[src/rtl/iob_cache_victim_select_pkg.sv]
// Shared definitions for the cache victim-select engine: the replacement
// policy codes and the LFSR step used by the RANDOM policy.
package iob_cache_victim_select_pkg;

    // Replacement policy codes
    localparam int IOB_CACHE_MEMORY_PLRU_MRU  = 0;
    localparam int IOB_CACHE_MEMORY_PLRU_TREE = 1;
    localparam int IOB_CACHE_MEMORY_RANDOM    = 2;

    // 16-bit Fibonacci LFSR, taps 16,14,13,11 (bit 15 is tap 16)
    function automatic logic [15:0] lfsr_next(input logic [15:0] s);
        return {s[14:0], s[15] ^ s[13] ^ s[12] ^ s[10]};
    endfunction

endpackage

[src/rtl/iob_cache_onehot_to_bin.sv]
// One-hot to binary encoder. An all-zero input yields zero.
module iob_cache_onehot_to_bin #(
    parameter int N = 4,
    parameter int W = 2
) (
    input  logic [N-1:0] onehot_i,
    output logic [W-1:0] bin_o
);

    // OR together the indices of every set bit
    always_comb begin
        bin_o = '0;
        for (int i = 0; i < N; i++)
            if (onehot_i[i]) bin_o = bin_o | W'(i);
    end

endmodule

[src/rtl/iob_cache_plru_tree.sv]
// Combinational pseudo-LRU binary tree. Node n sits at bit n-1; its children
// are 2n and 2n+1, and leaf id minus N_WAYS is the way index. A node value of
// 0 points left, 1 points right.
module iob_cache_plru_tree #(
    parameter int N_WAYS  = 4,
    parameter int NWAYS_W = $clog2(N_WAYS)
) (
    input  logic [N_WAYS-2:0]  tree_i,
    output logic [NWAYS_W-1:0] victim_o,
    input  logic [N_WAYS-2:0]  upd_tree_i,
    input  logic [N_WAYS-1:0]  hit_i,
    output logic [N_WAYS-2:0]  next_o
);

    // Follow the node pointers from the root down to a leaf
    always_comb begin
        int n;
        n = 1;
        for (int l = 0; l < NWAYS_W; l++)
            n = 2 * n + int'(tree_i[n-1]);
        victim_o = NWAYS_W'(n - N_WAYS);
    end

    // A hit below a node turns that node away from the hit subtree;
    // nodes with no hit beneath them keep their value
    always_comb begin
        logic hit_l;
        logic hit_r;
        hit_l  = 1'b0;
        hit_r  = 1'b0;
        next_o = upd_tree_i;
        for (int n = 1; n < N_WAYS; n++) begin
            hit_l = 1'b0;
            hit_r = 1'b0;
            for (int i = 0; i < N_WAYS; i++) begin
                for (int s = 0; s < NWAYS_W; s++) begin
                    if (((N_WAYS + i) >> s) == 2 * n)     hit_l = hit_l | hit_i[i];
                    if (((N_WAYS + i) >> s) == 2 * n + 1) hit_r = hit_r | hit_i[i];
                end
            end
            next_o[n-1] = hit_l | (upd_tree_i[n-1] & ~hit_r);
        end
    end

endmodule

[src/rtl/iob_cache_victim_select.sv]
// Per-set replacement engine. Holds replacement state for every set, answers
// victim requests one cycle later, prefers invalid ways, never evicts locked
// ways, and can clear all set state with a one-set-per-cycle flush sweep.
module iob_cache_victim_select
    import iob_cache_victim_select_pkg::*;
#(
    parameter int          N_WAYS      = 4,
    parameter int          SET_INDEX_W = 2,
    parameter int          NWAYS_W     = $clog2(N_WAYS),
    parameter int          REP_POLICY  = IOB_CACHE_MEMORY_PLRU_TREE,
    parameter logic [15:0] LFSR_SEED   = 16'hACE1
) (
    input  logic                   clk_i,
    input  logic                   arst_n_i,
    input  logic                   cke_i,
    input  logic                   flush_i,
    output logic                   busy_o,
    input  logic                   req_valid_i,
    output logic                   req_ready_o,
    input  logic [SET_INDEX_W-1:0] req_set_i,
    input  logic [N_WAYS-1:0]      way_valid_i,
    input  logic [N_WAYS-1:0]      lock_i,
    output logic                   resp_valid_o,
    output logic [N_WAYS-1:0]      resp_way_o,
    output logic [NWAYS_W-1:0]     resp_way_bin_o,
    output logic                   resp_none_o,
    input  logic                   upd_valid_i,
    input  logic [SET_INDEX_W-1:0] upd_set_i,
    input  logic [N_WAYS-1:0]      upd_way_i
);

    localparam int N_SETS = 2 ** SET_INDEX_W;
    localparam logic [N_WAYS-1:0] ONE = N_WAYS'(1);

    typedef enum logic {IDLE, FLUSH} fsm_t;

    fsm_t                          fsm;
    logic [SET_INDEX_W-1:0]        flush_set;
    // Sized for the widest policy (MRU); the tree uses the low N_WAYS-1
    // bits and leaves the top bit at zero
    logic [N_SETS-1:0][N_WAYS-1:0] set_state;
    logic [15:0]                   lfsr;

    logic                          req_fire;
    logic [N_WAYS-1:0]             rd_state;
    logic [N_WAYS-1:0]             upd_old;
    logic [N_WAYS-1:0]             upd_next;
    logic [N_WAYS-1:0]             mru_or;
    logic [N_WAYS-1:0]             mru_next;
    logic [NWAYS_W-1:0]            mru_victim;
    logic [NWAYS_W-1:0]            tree_victim;
    logic [N_WAYS-2:0]             tree_next;
    logic [NWAYS_W-1:0]            pol_victim;
    logic [N_WAYS-1:0]             pol_oh;
    logic [N_WAYS-1:0]             inv_unl;
    logic [N_WAYS-1:0]             unl;
    logic [N_WAYS-1:0]             sel_oh;
    logic                          sel_none;
    logic [NWAYS_W-1:0]            sel_bin;

    assign req_ready_o = (fsm == IDLE);
    assign req_fire    = req_valid_i & req_ready_o;
    // Responses read the pre-update state; updates are never bypassed
    assign rd_state    = set_state[req_set_i];
    assign upd_old     = set_state[upd_set_i];

    iob_cache_plru_tree #(
        .N_WAYS (N_WAYS),
        .NWAYS_W(NWAYS_W)
    ) u_tree (
        .tree_i    (rd_state[N_WAYS-2:0]),
        .victim_o  (tree_victim),
        .upd_tree_i(upd_old[N_WAYS-2:0]),
        .hit_i     (upd_way_i),
        .next_o    (tree_next)
    );

    // MRU: victim is the lowest clear bit; saturating to all ones restarts
    always_comb begin
        mru_victim = '0;
        for (int i = N_WAYS - 1; i >= 0; i--)
            if (!rd_state[i]) mru_victim = NWAYS_W'(i);
        mru_or   = upd_old | upd_way_i;
        mru_next = (&mru_or) ? upd_way_i : mru_or;
    end

    // Pick the policy victim and next-state according to REP_POLICY
    always_comb begin
        pol_victim = tree_victim;
        upd_next   = {1'b0, tree_next};
        if (REP_POLICY == IOB_CACHE_MEMORY_PLRU_MRU) begin
            pol_victim = mru_victim;
            upd_next   = mru_next;
        end else if (REP_POLICY == IOB_CACHE_MEMORY_RANDOM) begin
            pol_victim = lfsr[NWAYS_W-1:0];
            upd_next   = upd_old;
        end
    end

    // Invalid-unlocked first, then the policy choice, then any unlocked way
    always_comb begin
        inv_unl  = ~way_valid_i & ~lock_i;
        unl      = ~lock_i;
        pol_oh   = ONE << pol_victim;
        sel_none = 1'b0;
        if (|inv_unl)
            sel_oh = inv_unl & (~inv_unl + ONE);
        else if (!lock_i[pol_victim])
            sel_oh = pol_oh;
        else if (|unl)
            sel_oh = unl & (~unl + ONE);
        else begin
            sel_oh   = '0;
            sel_none = 1'b1;
        end
    end

    iob_cache_onehot_to_bin #(
        .N(N_WAYS),
        .W(NWAYS_W)
    ) u_bin (
        .onehot_i(sel_oh),
        .bin_o   (sel_bin)
    );

    // Control FSM: applies updates in IDLE, sweeps one set per cycle in FLUSH
    always_ff @(posedge clk_i or negedge arst_n_i) begin
        if (!arst_n_i) begin
            fsm       <= IDLE;
            busy_o    <= 1'b0;
            flush_set <= '0;
            set_state <= '0;
        end else if (cke_i) begin
            case (fsm)
                IDLE: begin
                    if (upd_valid_i && (|upd_way_i) &&
                        (REP_POLICY != IOB_CACHE_MEMORY_RANDOM))
                        set_state[upd_set_i] <= upd_next;
                    if (flush_i) begin
                        fsm       <= FLUSH;
                        busy_o    <= 1'b1;
                        flush_set <= '0;
                    end
                end
                FLUSH: begin
                    set_state[flush_set] <= '0;
                    flush_set            <= flush_set + SET_INDEX_W'(1);
                    if (flush_set == SET_INDEX_W'(N_SETS - 1)) begin
                        fsm    <= IDLE;
                        busy_o <= 1'b0;
                    end
                end
                default: fsm <= IDLE;
            endcase
        end
    end

    // Registered one-cycle response
    always_ff @(posedge clk_i or negedge arst_n_i) begin
        if (!arst_n_i) begin
            resp_valid_o   <= 1'b0;
            resp_way_o     <= '0;
            resp_way_bin_o <= '0;
            resp_none_o    <= 1'b0;
        end else if (cke_i) begin
            resp_valid_o <= req_fire;
            if (req_fire) begin
                resp_way_o     <= sel_oh;
                resp_way_bin_o <= sel_bin;
                resp_none_o    <= sel_none;
            end
        end
    end

    // LFSR steps once per accepted request under the RANDOM policy
    always_ff @(posedge clk_i or negedge arst_n_i) begin
        if (!arst_n_i)
            lfsr <= LFSR_SEED;
        else if (cke_i && req_fire && (REP_POLICY == IOB_CACHE_MEMORY_RANDOM))
            lfsr <= lfsr_next(lfsr);
    end

endmodule

[config.mk]
export PLATFORM = sky130hd
export DESIGN_NAME = iob_cache_victim_select
export DESIGN_NICKNAME = d
export VERILOG_FILES = /design/src/rtl/iob_cache_victim_select_pkg.sv /design/src/rtl/iob_cache_onehot_to_bin.sv /design/src/rtl/iob_cache_plru_tree.sv /design/src/rtl/iob_cache_victim_select.sv
export SDC_FILE = /design/constraint.sdc
export NUM_CORES = 1
export LEC_CHECK = 0
export BUFFER_PORTS_ARGS = -buffer_cell sky130_fd_sc_hd__buf_2
export CORE_AREA = 10 10 67 69
export DETAILED_ROUTE_END_ITERATION = 10
export DIE_AREA = 0 0 77 79
export MAX_ROUTING_LAYER = met4
export PLACE_DENSITY = 0.72
export SETUP_SLACK_MARGIN = 0.2
export SLEW_MARGIN = 20
export SYNTH_ARGS = -nofsm -noshare
export SYNTH_HDL_FRONTEND = slang
export SYNTH_SLANG_ARGS = --single-unit
[constraint.sdc]
create_clock -name clk_i -period 1.85 [get_ports clk_i]
set_clock_uncertainty 0.15 [all_clocks]
set_input_delay 0.0925 -clock clk_i [delete_from_list [all_inputs] [get_ports clk_i]]
set_output_delay 0.0925 -clock clk_i [all_outputs]
set_load 0.1 [all_outputs]
# After elaboration in Yosys (flattened, before gate mapping)

Cells that the tools add are included.

Register bits after elaboration: 28
Output and inout port bits: 10

Add/sub/neg operators: 7
$lt $le $gt $ge: 7
Equality and inequality tests: 4
Shift operators: 1
Mux-type cells: 33
Bitwise gates (word level): 22
Reductions and logical operators: 10

Operators by type and width:

| kind                                                                                | number |
|---|---|
| 32-bit by 4-bit < comparator with 1-bit output, second input constant               | 1 |
| 16-bit one-hot mux with 2 select lines                                              | 1 |
| 4-bit 2-to-1 mux                                                                    | 5 |
| 16-bit bitwise AND                                                                  | 1 |
| 4-bit binary-select mux with 2-bit select                                           | 2 |
| 16-bit bitwise mux                                                                  | 1 |
| 4-bit demux with 2-bit select                                                       | 2 |
| 16-bit 2-to-1 mux                                                                   | 1 |
| 16-bit NOT                                                                          | 1 |
| 4-bit NOT                                                                           | 4 |
| 4-bit bitwise AND                                                                   | 3 |
| 2-bit by 3-bit < comparator with 1-bit output, second input constant                | 4 |
| 4-bit OR reduction                                                                  | 3 |
| 1-bit 2-to-1 mux                                                                    | 11 |
| 4-bit by 1-bit adder with 4-bit output, second input constant                       | 2 |
| 2-bit 2-to-1 mux                                                                    | 3 |
| 3-bit 2-to-1 mux                                                                    | 2 |
| 2-bit AND reduction                                                                 | 3 |
| 1-bit bitwise OR                                                                    | 5 |
| 1-bit bitwise AND                                                                   | 4 |
| 1-bit binary-select mux with 2-bit select                                           | 2 |
| 2-bit by 1-bit greater-or-equal comparator with 1-bit output, second input constant | 2 |
| 2-bit by 1-bit inequality test with 1-bit output, second input constant             | 2 |
| 1-bit NOT                                                                           | 4 |
| 12 further kinds                                                                    | 15 |

# Logic depth before layout (Yosys ltp)

Gate-level depths: netlist of the first run.

Word-level depth: 16
Gate-level depth with buffers: 6
Mapped depth without buffers: 6

# Modules after synthesis

A second synthesis of the first run with hierarchy kept.

Cells, all modules: 158
Area total of the unflattened synthesis: 1,634.1 um2

By module, submodules not included:

| module                  | instances | cells an instance | area each (um2) | sequential area each (um2) |
|---|---|---|---|---|
| iob_cache_victim_select | 1         | 148               | 1,567.8         | 600.6 |
| iob_cache_plru_tree     | 1         | 8                 | 53.8            | 0.0 |
| iob_cache_onehot_to_bin | 1         | 2                 | 12.5            | 0.0 |

# Worst setup path before layout of the first run

OpenSTA, ideal clock, no wires.

Path type: register -> register
From: register fsm
To: register set_state[14] (netlist bit)
Setup time: 0.121 ns
Arrival: 1.828 ns
Path slack: -0.249 ns
Stages on the path, launching flop included: 7
Period minus slack after synthesis: 2.099 ns
Cell sequence: dfrtp_1 -> clkbuf_1 -> inv_1 -> and3_1 -> a22o_1 -> nand2_1 -> a22o_1

Longest elaborated chain between the ends: 3

RTL lines:

| item                                                       | RTL line                       | text |
|---|---|---|
| from (decl)                                                | iob_cache_victim_select.sv:37  | `fsm_t fsm;` |
| from (signal assigned)                                     | iob_cache_victim_select.sv:129 | `fsm <= IDLE;` |
| from (signal assigned)                                     | iob_cache_victim_select.sv:140 | `fsm <= FLUSH;` |
| from (signal assigned)                                     | iob_cache_victim_select.sv:149 | `fsm <= IDLE;` |
| 1-bit NOT *                                                | -                              |  |
| via req_ready_o                                            | iob_cache_victim_select.sv:19  | `output logic req_ready_o,` |
| 2-bit by 1-bit inequality test with 1-bit output (no line) | -                              |  |
| 2-bit AND reduction (no line)                              | -                              |  |
| to (signal, indexed assignment)                            | iob_cache_victim_select.sv:138 | `set_state[upd_set_i] <= upd_next;` |
| to (decl)                                                  | iob_cache_victim_select.sv:41  | `logic [N_SETS-1:0][N_WAYS-1:0] set_state;` |

The timed path passes the listed nets; every way through them passes the cells marked *.
A chain may end at the register's enable or synchronous reset.

# Worst setup path after layout of the first run

From: register set_state[12] (netlist bit)
To: register resp_way_o[1]

Longest elaborated chain between the ends: 13

RTL lines:

| item                                                 | RTL line                       | text |
|---|---|---|
| 4-bit binary-select mux with 2-bit select *          | iob_cache_victim_select.sv:64  | `assign rd_state = set_state[req_set_i];` |
| 3-bit 2-to-1 mux (not written as such) *             | iob_cache_victim_select.sv:64  |  |
| 2-bit by 1-bit adder with 3-bit output               | iob_cache_plru_tree.sv:20      | `n = 2 * n + int'(tree_i[n-1]);` |
| 3-bit by 1-bit subtractor with 4-bit output          | iob_cache_plru_tree.sv:20      |  |
| 1-bit binary-select mux with 2-bit select            | iob_cache_plru_tree.sv:20      |  |
| 1-bit 2-to-1 mux (not written as such) (2 in series) | iob_cache_plru_tree.sv:20      |  |
| 2-bit adder *                                        | iob_cache_plru_tree.sv:20      |  |
| 2-bit by 1-bit subtractor with 2-bit output *        | iob_cache_plru_tree.sv:21      | `victim_o = NWAYS_W'(n - N_WAYS);` |
| 1-bit binary-select mux with 2-bit select            | iob_cache_victim_select.sv:108 | `else if (!lock_i[pol_victim])` |
| 1-bit 2-to-1 mux (not written as such)               | iob_cache_victim_select.sv:108 |  |
| 4-bit 2-to-1 mux *                                   | iob_cache_victim_select.sv:108 |  |
| 4-bit 2-to-1 mux *                                   | iob_cache_victim_select.sv:106 | `if (\|inv_unl)` |
| to (signal assigned)                                 | iob_cache_victim_select.sv:168 | `resp_way_o <= sel_oh;` |
| to (decl)                                            | iob_cache_victim_select.sv:24  | `output logic [N_WAYS-1:0] resp_way_o,` |

Every way passes the cells marked *; elsewhere a longest branch is shown, timed or not. The select of a mux whose other input is x is not followed.

==> results.yml, run 1 <==
synthesis:
  synth.area.mux_share: 0.116
  ys_types: 40
  yosysTopAreaCell: "dfrtp_1"
  synth_xor_area_frac: 0
  synthFlopType: "dfrtp_1"
  yosys_warnings: 0
  yosysTopAreaCellShare: 0.412
  synth_compound_area_frac: 0.218
  synthSimpleGateAreaFrac: 0.169
  async_flop_share: 1.00
  syn_area_um2: 1460
  yosysSeqAreaShare: 0.412
  synth_seq_cells: 24
  yosys-top-cells-area: "dfrtp_1 41%, mux4_2 6.2%, a22o_1 6.0%"
  ys_top_cells_by_count: "24 x dfrtp_1, 18 x nand2_1, 12 x nor2_1, 10 x a22o_1, 9 x inv_1"
  synth_edf_count: 0
  synth_nets: 173
  avgSynthCellArea_um2: 9.92
  syn-instance-count: 147
  synth.most_common_cell: "dfrtp_1"
  synth_fa_ha_area_frac: 0.0343
  synth_top_family_by_area: "compound AO/OA/AOI/OAI gates"
clock_tree:
  cts_tree: "built"
  ctsHtreeMaxLevel: 1
  clk_path_buf_depth: 2
  clk_latency_ps: 320
  cts_buffers: 3
  cts_sinks: 24
  cts-root-buf: "clkbuf_4"
  clk_pin_slew_ps: 130
worst_setup_path:
  startpoint_type: "flop"
  end_kind: "flop"
  cp_data_arrival_time_ps: 1950
  timing.rr.start: "set_state[12]"
  crit_start: "set_state[12]"
  path_max_fanout: 3
  critPathKind: "flop to flop"
  cp.required_ps: 1970
global_routing:
  grt.total_usage: 0.129
  grt_pass1_wl_um: 6380
  antenna_found_initial: 0
  grt.overflow.total: 0
  grt_max_degree: 25
  grt_pass1_vias: 1366
timing:
  slew_headroom: 0.640
  hold_violations: 0
  finalSetupViolCount: 0
  tightest_slew_ps: 540
  hold-worst-slack_ps: 3.02
  slew_violations: 0
  max_freq_ghz: 0.545
  layout_min_cycle_time_ps: 1830
  finalCritPeriodShare: 0.992
  rsz0062_at_grt: "yes"
placed_design:
  placed_area_um2: 1730
  port_buffers: 31
  hpwlAfterDp_um: 3010
  gp_congestion: 0.926
floorplan:
  die_x_um: 77
  fp.dieArea_um2: 6080
  fp.dieH_um: 79
  io_pins: 32
  core-area_um2: 3230
  placementRows: 21
  start_util: 0.451
route:
  wl_per_cell_um: 16.2
  drtIter0Drc: 91
  via_per_inst: 5.52
  drt_first_pass_iters: 4
  ant_nets: 0
  drcViolationCount: 0
  num_vias: 1341
  drt-total-wl_um: 3930
cells_and_area:
  fin_area_um2: 1950
  layout-drive-gt1-share: 0.401
  area_delta_synth_final_pct: 33.7
  finalNetCount: 224
  diodes: 0
power_and_ir_drop:
  p_total_w: 0.00278
  vdd_drop_max_mv: 0.920
  leakage_nw: 0.938
  power_density_nw_per_um2: 1430
min_path:
  hold_class: "primary input to flop"
  worstHoldStart: "lock_i[1]"
job:
  cap_violations: 0
outcome:
  status: "completed"
-- critical path: stages (launching register included) --
cell and delay (ps):
dfrtp_1 420, mux4_2 490, nand3b_1 110, nand4b_1 140
o41ai_2 300, o21a_1 180
-- per-layer routing --
layer / global-route usage / vias to the layer above / share of wire
met5: - / - / 0
li1: - / 644 / -
met3: 0.0203 / 5 / 0.028
met1: 0.152 / 663 / 0.46
met2: 0.223 / 29 / 0.50
met4: 0.0383 / 0 / 0.012
-- final cells by class --
cell class	count	area, um2
well taps	46	57.6
flip-flops and latches	24	601
multi-input cells	107	870
fillers	291	1280
repair buffers	53	349
inverters	9	37.5
clock buffers	4	36.3
-- layout by cell type (no fill, tap or decap), types with 2 or more instances in the layout --
cell	netlist	layout
mux4_2	4	4
or2_2	3	3
a21o_1	3	3
dfrtp_1	24	24
ha_1	4	4
nand3_1	2	2
inv_1	9	7
buf_4	0	17
nor2_1	12	10
clkbuf_4	0	3
nand3b_1	2	2
nor2_2	0	2
a21oi_2	0	2
a22o_1	10	10
o21ai_0	5	4
dlygate4sd3_1	0	4
nand2_1	18	17
o41ai_2	1	4
nor3_1	5	5
o2bb2ai_1	3	3
mux2i_1	3	2
a21oi_1	7	5
nor2b_1	2	2
buf_2	0	30
-- state kept, by name, summed over array words and instances (netlist names) --
register and count:
resp_way_bin_o 2, resp_valid_o 1, fsm 1, resp_way_o 4
set_state 12, busy_o 1, resp_none_o 1, flush_set 2
-- report_power, final --
part,switching [W],internal [W],total (W)
Clock,0.000160,0.000120,0.000281
Sequential,0.000130,0.000706,0.000836
Combinational,0.00111,0.000559,0.00167
Total,0.00140,0.00139,0.00278
-- stage by stage --
step            util  setup WS, ps  setup TNS, ps  cells
6_report       0.604          15.1              0    243
5_1_grt        0.604         -61.9           -122    243
4_1_cts        0.581          14.7              0    240
3_5_place_dp   0.537         -58.2           -105    228
3_3_place_gp   0.537          26.0              0    228
2_1_floorplan      -          49.0              0    147
-- final timing paths --
check                                 to  slack (ps)  cells past startpoint
max                        resp_way_o[1]          20                      5
min                        resp_way_o[0]           3                      3
max reg2reg                resp_way_o[1]          20                      5
min reg2reg                resp_way_o[3]         370                      1
max in group asynchronous   set_state[0]        1070                      2
min in group asynchronous   flush_set[1]         120                      2
-- repair_timing --
action / 4_1_cts / 5_1_grt
setup endpoints to repair: 12 / 13
pin swaps: 6 / 4
endpoints found under the hold margin: 29 / 0
buffers inserted: 4 / 3
gates resized for setup: 9 / 10
hold buffers: 4 / 0
-- cells by family (layout without fill, tap and decap cells) --
group           Yosys count  after routing
buf+inv                  16             66
fa+ha+maj                 4              4
flops                    24             24
simple gates             51             51
compound gates           42             42
mux                      10             10
Power figures use the tool's default switching activity.
==> inputs of run 2 (changes only) <==
RECOVER_POWER = 100   (was default)
==> run 2 against run 1 <==
  * Global-route usage stayed put
  * Hold slack improved by 1.6 ps
  * Core utilization is 2.1 points lower
  * First-iteration DRC count rose by 23%
  * Total power fell by 2.1%
  * Sequential cell count unchanged
  * Combinational power fell by 4%
  * Design area decreased by 3.5%
  * Via count decreased by 0.22%
  * Register-to-register slack about the same
==> results.yml, run 2 (synthesis results as in run 1) <==
outcome:
  status: "completed"
floorplan:
  fp.dieArea_um2: 6080
  fp.dieH_um: 79
  placementRows: 21
  start_util: 0.451
  core-area_um2: 3230
  die_x_um: 77
  io_pins: 32
timing:
  max_freq_ghz: 0.544
  rsz0062_at_grt: "yes"
  slew_violations: 0
  tightest_slew_ps: 1310
  finalSetupViolCount: 0
  hold_violations: 0
  slew_headroom: 0.129
  layout_min_cycle_time_ps: 1840
  finalSetupTns_ps: 0
  finalCritPeriodShare: 0.994
clock_tree:
  clk_path_buf_depth: 2
  cts_buffers: 3
  clk_pin_slew_ps: 130
  ctsHtreeMaxLevel: 1
  cts-root-buf: "clkbuf_4"
  cts_tree: "built"
  cts_sinks: 24
  clk_latency_ps: 320
global_routing:
  grt_max_degree: 25
  grt_pass1_wl_um: 6380
  grt.overflow.total: 0
  antenna_found_initial: 0
  grt.total_usage: 0.129
  grt_pass1_vias: 1366
cells_and_area:
  layout_common_cells: "24 x dfrtp_1, 21 x buf_2, 17 x nand2_1"
  area_delta_synth_final_pct: 29.1
  regMostFlops: "set_state"
  largest_reg_flops: 12
  reg_top3: "set_state x12, resp_way_o x4"
  final_common_cell: "dfrtp_1"
  diodes: 0
  layout-drive-gt1-share: 0.350
  finalNetCount: 224
route:
  drtIter0Drc: 112
  ant_nets: 0
  drcViolationCount: 0
  via_per_inst: 5.51
  wl_per_cell_um: 16.3
  drt_first_pass_iters: 4
  drt-total-wl_um: 3960
  num_vias: 1338
placed_design:
  hpwlAfterDp_um: 3010
  port_buffers: 31
  gp_congestion: 0.926
power_and_ir_drop:
  vdd_drop_max_mv: 0.904
  leakage_nw: 0.911
  p_total_w: 0.00273
  power_density_nw_per_um2: 1450
worst_setup_path:
  critPathKind: "flop to flop"
  path_buf_inv: 0
  path_max_fanout: 3
  end_kind: "flop"
  path_cells: "mux4_2 > nand3b_1 > nand4b_1 > o41ai_2 > o21a_1"
  cp_data_arrival_time_ps: 1950
  startpoint_type: "flop"
  cp_top_family: "multiplexers"
  max_stage_delay_ps: 490
  slowest_stage: "mux4_2"
  cp.required_ps: 1960
job:
  cap_violations: 0
min_path:
  hold_class: "primary input to flop"
[run 2: final cells by class]
class	instances	area, um2
multi-input cells	107	812
flip-flops and latches	24	601
clock buffers	4	36.3
well taps	46	57.6
inverters	9	35.0
fillers	305	1350
repair buffers	53	342
[run 2: routing by layer]
metal	part of all wire	routed length [um]	vias to the layer above	GRT usage
li1	-	-	644	-
met1	0.46	1810	652	0.152
met2	0.50	1960	37	0.223
met3	0.037	147	5	0.0203
met4	0.011	44	0	0.0383
met5	0	0	-	-
[run 2: worst min-delay path, delay by kind of cell]
| family | cells | cell delay (ps) |
|---|---|---|
| compound gates | 1 | 80 |
| buf+inv | 1 | 140 |
| simple gates | 1 | 130 |
[run 2: worst paths after layout]
path	start	endpoint	slack, ps	cells after the start
worst min register to register	resp_way_o[3]	resp_way_o[3]	370	1
max in group asynchronous	arst_n_i	set_state[0]	370	2
worst min-delay path	lock_i[1]	resp_way_o[0]	5	3
worst max register to register	set_state[12]	resp_way_o[1]	10	5
min in group asynchronous	arst_n_i	flush_set[1]	420	2
worst max-delay path	set_state[12]	resp_way_o[1]	10	5
[run 2: timing repair]
item	4_1_cts	5_1_grt
gates resized for setup	9	10
hold buffers	4	0
setup buffers	4	3
hold endpoints to repair	29	0
pin swaps	6	4
setup endpoints to repair	12	13
[run 2: through the flow]
stage          cells  instance area [um2]  setup WS (ps)  utilization  hold WS [ps]
5_1_grt          243                 1880          -61.9        0.583          6.05
2_1_floorplan    147                 1480           49.0            -          -353
3_3_place_gp     228                 1730           26.0        0.537         -48.8
4_1_cts          240                 1880           14.7        0.581         -6.34
6_report         243                 1880           11.3        0.583          4.57
3_5_place_dp     228                 1730          -58.2        0.537         -40.4
[run 2: where the power goes]
group	switching, W	total [W]	internal [W]
Clock	0.000159	0.000279	0.000120
Combinational	0.00108	0.00161	0.000526
Sequential	0.000132	0.000839	0.000706
Total	0.00137	0.00273	0.00135
==> inputs of run 3 (changes only) <==
CORE_AREA = 10 10 66 68   (was 10 10 67 69)
CTS_BUF_LIST = sky130_fd_sc_hd__clkbuf_8   (was default)
DIE_AREA = 0 0 76 78   (was 0 0 77 79)
PLACE_DENSITY = 0.74   (was 0.72)
==> run 3 against run 2 <==
  * Setup slack gained 14 ps
  * Highest routed layer unchanged
  * Design area up 0.86%
  * Critical path type unchanged
  * Sequential power is essentially flat
  * First-iteration DRC count fell by 46%
  * Register-to-register slack hardly changed
  * Clock power grew 27%
  * Non-clock buffer count decreased by 4
  * Combinational power about the same
==> results.yml, run 3 (synthesis results as in run 1) <==
timing:
  rsz0062_at_grt: "yes"
  hold_violations: 0
  finalSetupTns_ps: 0
  finalCritPeriodShare: 0.986
  finalSetupViolCount: 0
  tightest_slew_ps: 1300
  slew_violations: 0
  hold-worst-slack_ps: 1.07
  slew_headroom: 0.134
  layout_min_cycle_time_ps: 1820
  max_freq_ghz: 0.548
worst_setup_path:
  cp_data_arrival_time_ps: 1880
  cp.required_ps: 1910
  reg2reg_depth: 5
  end_kind: "flop"
  startpoint_type: "flop"
  critPathKind: "flop to flop"
  path_max_fanout: 3
route:
  via_per_inst: 5.58
  drt-total-wl_um: 3900
  drt_first_pass_iters: 4
  drcViolationCount: 0
  wl_met3_um: 138
  drtIter0Drc: 60
  wl_met1_um: 1760
  wl_met2_um: 1980
  dr.max_layer_used: "met4"
  num_vias: 1334
  ant_nets: 0
  wl_per_cell_um: 16.3
floorplan:
  fp.dieArea_um2: 5930
  io_pins: 32
  die_x_um: 76
  fp.dieH_um: 78
  core-area_um2: 3180
  placementRows: 21
  start_util: 0.459
cells_and_area:
  reg_top3: "set_state x12, resp_way_o x4"
  diodes: 0
  largest_reg_flops: 12
  regMostFlops: "set_state"
  final_common_cell: "dfrtp_1"
  layout_common_cells: "24 x dfrtp_1, 20 x buf_2, 16 x nand2_1"
  fillCellCount: 283
  finalNetCount: 220
  layout-drive-gt1-share: 0.358
  area_delta_synth_final_pct: 30.2
placed_design:
  hpwlAfterDp_um: 2950
  gp_congestion: 0.915
  port_buffers: 31
clock_tree:
  cts_tree: "built"
  cts-root-buf: "clkbuf_8"
  ctsHtreeMaxLevel: 1
  clk_latency_ps: 260
  clk_path_buf_depth: 2
  cts_sinks: 24
  cts_buffers: 3
  clk_pin_slew_ps: 80
power_and_ir_drop:
  p_total_w: 0.00279
  power_density_nw_per_um2: 1470
  vdd_drop_max_mv: 0.821
  leakage_nw: 0.900
global_routing:
  grt_max_degree: 25
  antenna_found_initial: 0
  grt.total_usage: 0.134
  grt_pass1_vias: 1388
  grt.overflow.total: 0
  grt_pass1_wl_um: 6550
min_path:
  holdPathStages: 3
  hold_class: "primary input to flop"
job:
  cap_violations: 0
outcome:
  status: "completed"
run 3: what timing repair did:
item                                   in CTS  in global routing
setup endpoints to repair                  11                 15
buffers inserted                            3                  2
hold buffers                                3                  0
resized for setup                          12                 12
endpoints found under the hold margin      26                  0
pin swaps                                   4                  4
run 3: area by class of cell:
class / instances / area [um2] / area share
Multi-Input combinational cell: 107 / 846 / 0.445
Sequential cell: 24 / 601 / 0.316
Timing Repair Buffer: 49 / 305 / 0.161
Tap cell: 46 / 57.6 / 0.0303
Clock buffer: 4 / 55.1 / 0.0290
Inverter: 9 / 35.0 / 0.0184
run 3: through the flow:
step	setup slack, ps	std cells	cell area, um2	util
after floorplan	49.0	147	1480	-
after global placement	26.3	227	1730	0.543
after detailed placement	-58.9	227	1730	0.543
after CTS	25.2	237	1890	0.594
after global routing	-76.4	239	1900	0.597
final	25.3	239	1900	0.597
run 3: layer usage:
metal	GRT usage	vias to the layer above
met5	-	-
met4	0.0341	0
met3	0.0242	2
met2	0.239	34
met1	0.151	661
li1	-	637
run 3: path summary, 6_finish.rpt:
kind	start	endpoint	slack (ps)
setup / recovery	set_state[12]	resp_way_bin_o[0]	30
hold / removal	flush_i	busy_o	1
setup reg to reg	set_state[12]	resp_way_bin_o[0]	30
hold reg to reg	resp_way_o[3]	resp_way_o[3]	340
max in group asynchronous	arst_n_i	set_state[12]	300
min in group asynchronous	arst_n_i	resp_none_o	490
run 3: report_power, final:
group / total, W / leakage (nW) / internal (W) / switching [W]
Sequential: 0.000837 / 0.312 / 0.000708 / 0.000129
Clock: 0.000355 / 0.0288 / 0.000190 / 0.000165
Combinational: 0.00160 / 0.560 / 0.000508 / 0.00109
run 3: worst max-delay path, cell delays in order (launching register included):
cell and delay (ps):
dfrtp_1 400, mux4_2 480, nand3b_1 110, nand4b_1 160
o41ai_2 300, o22a_1 170
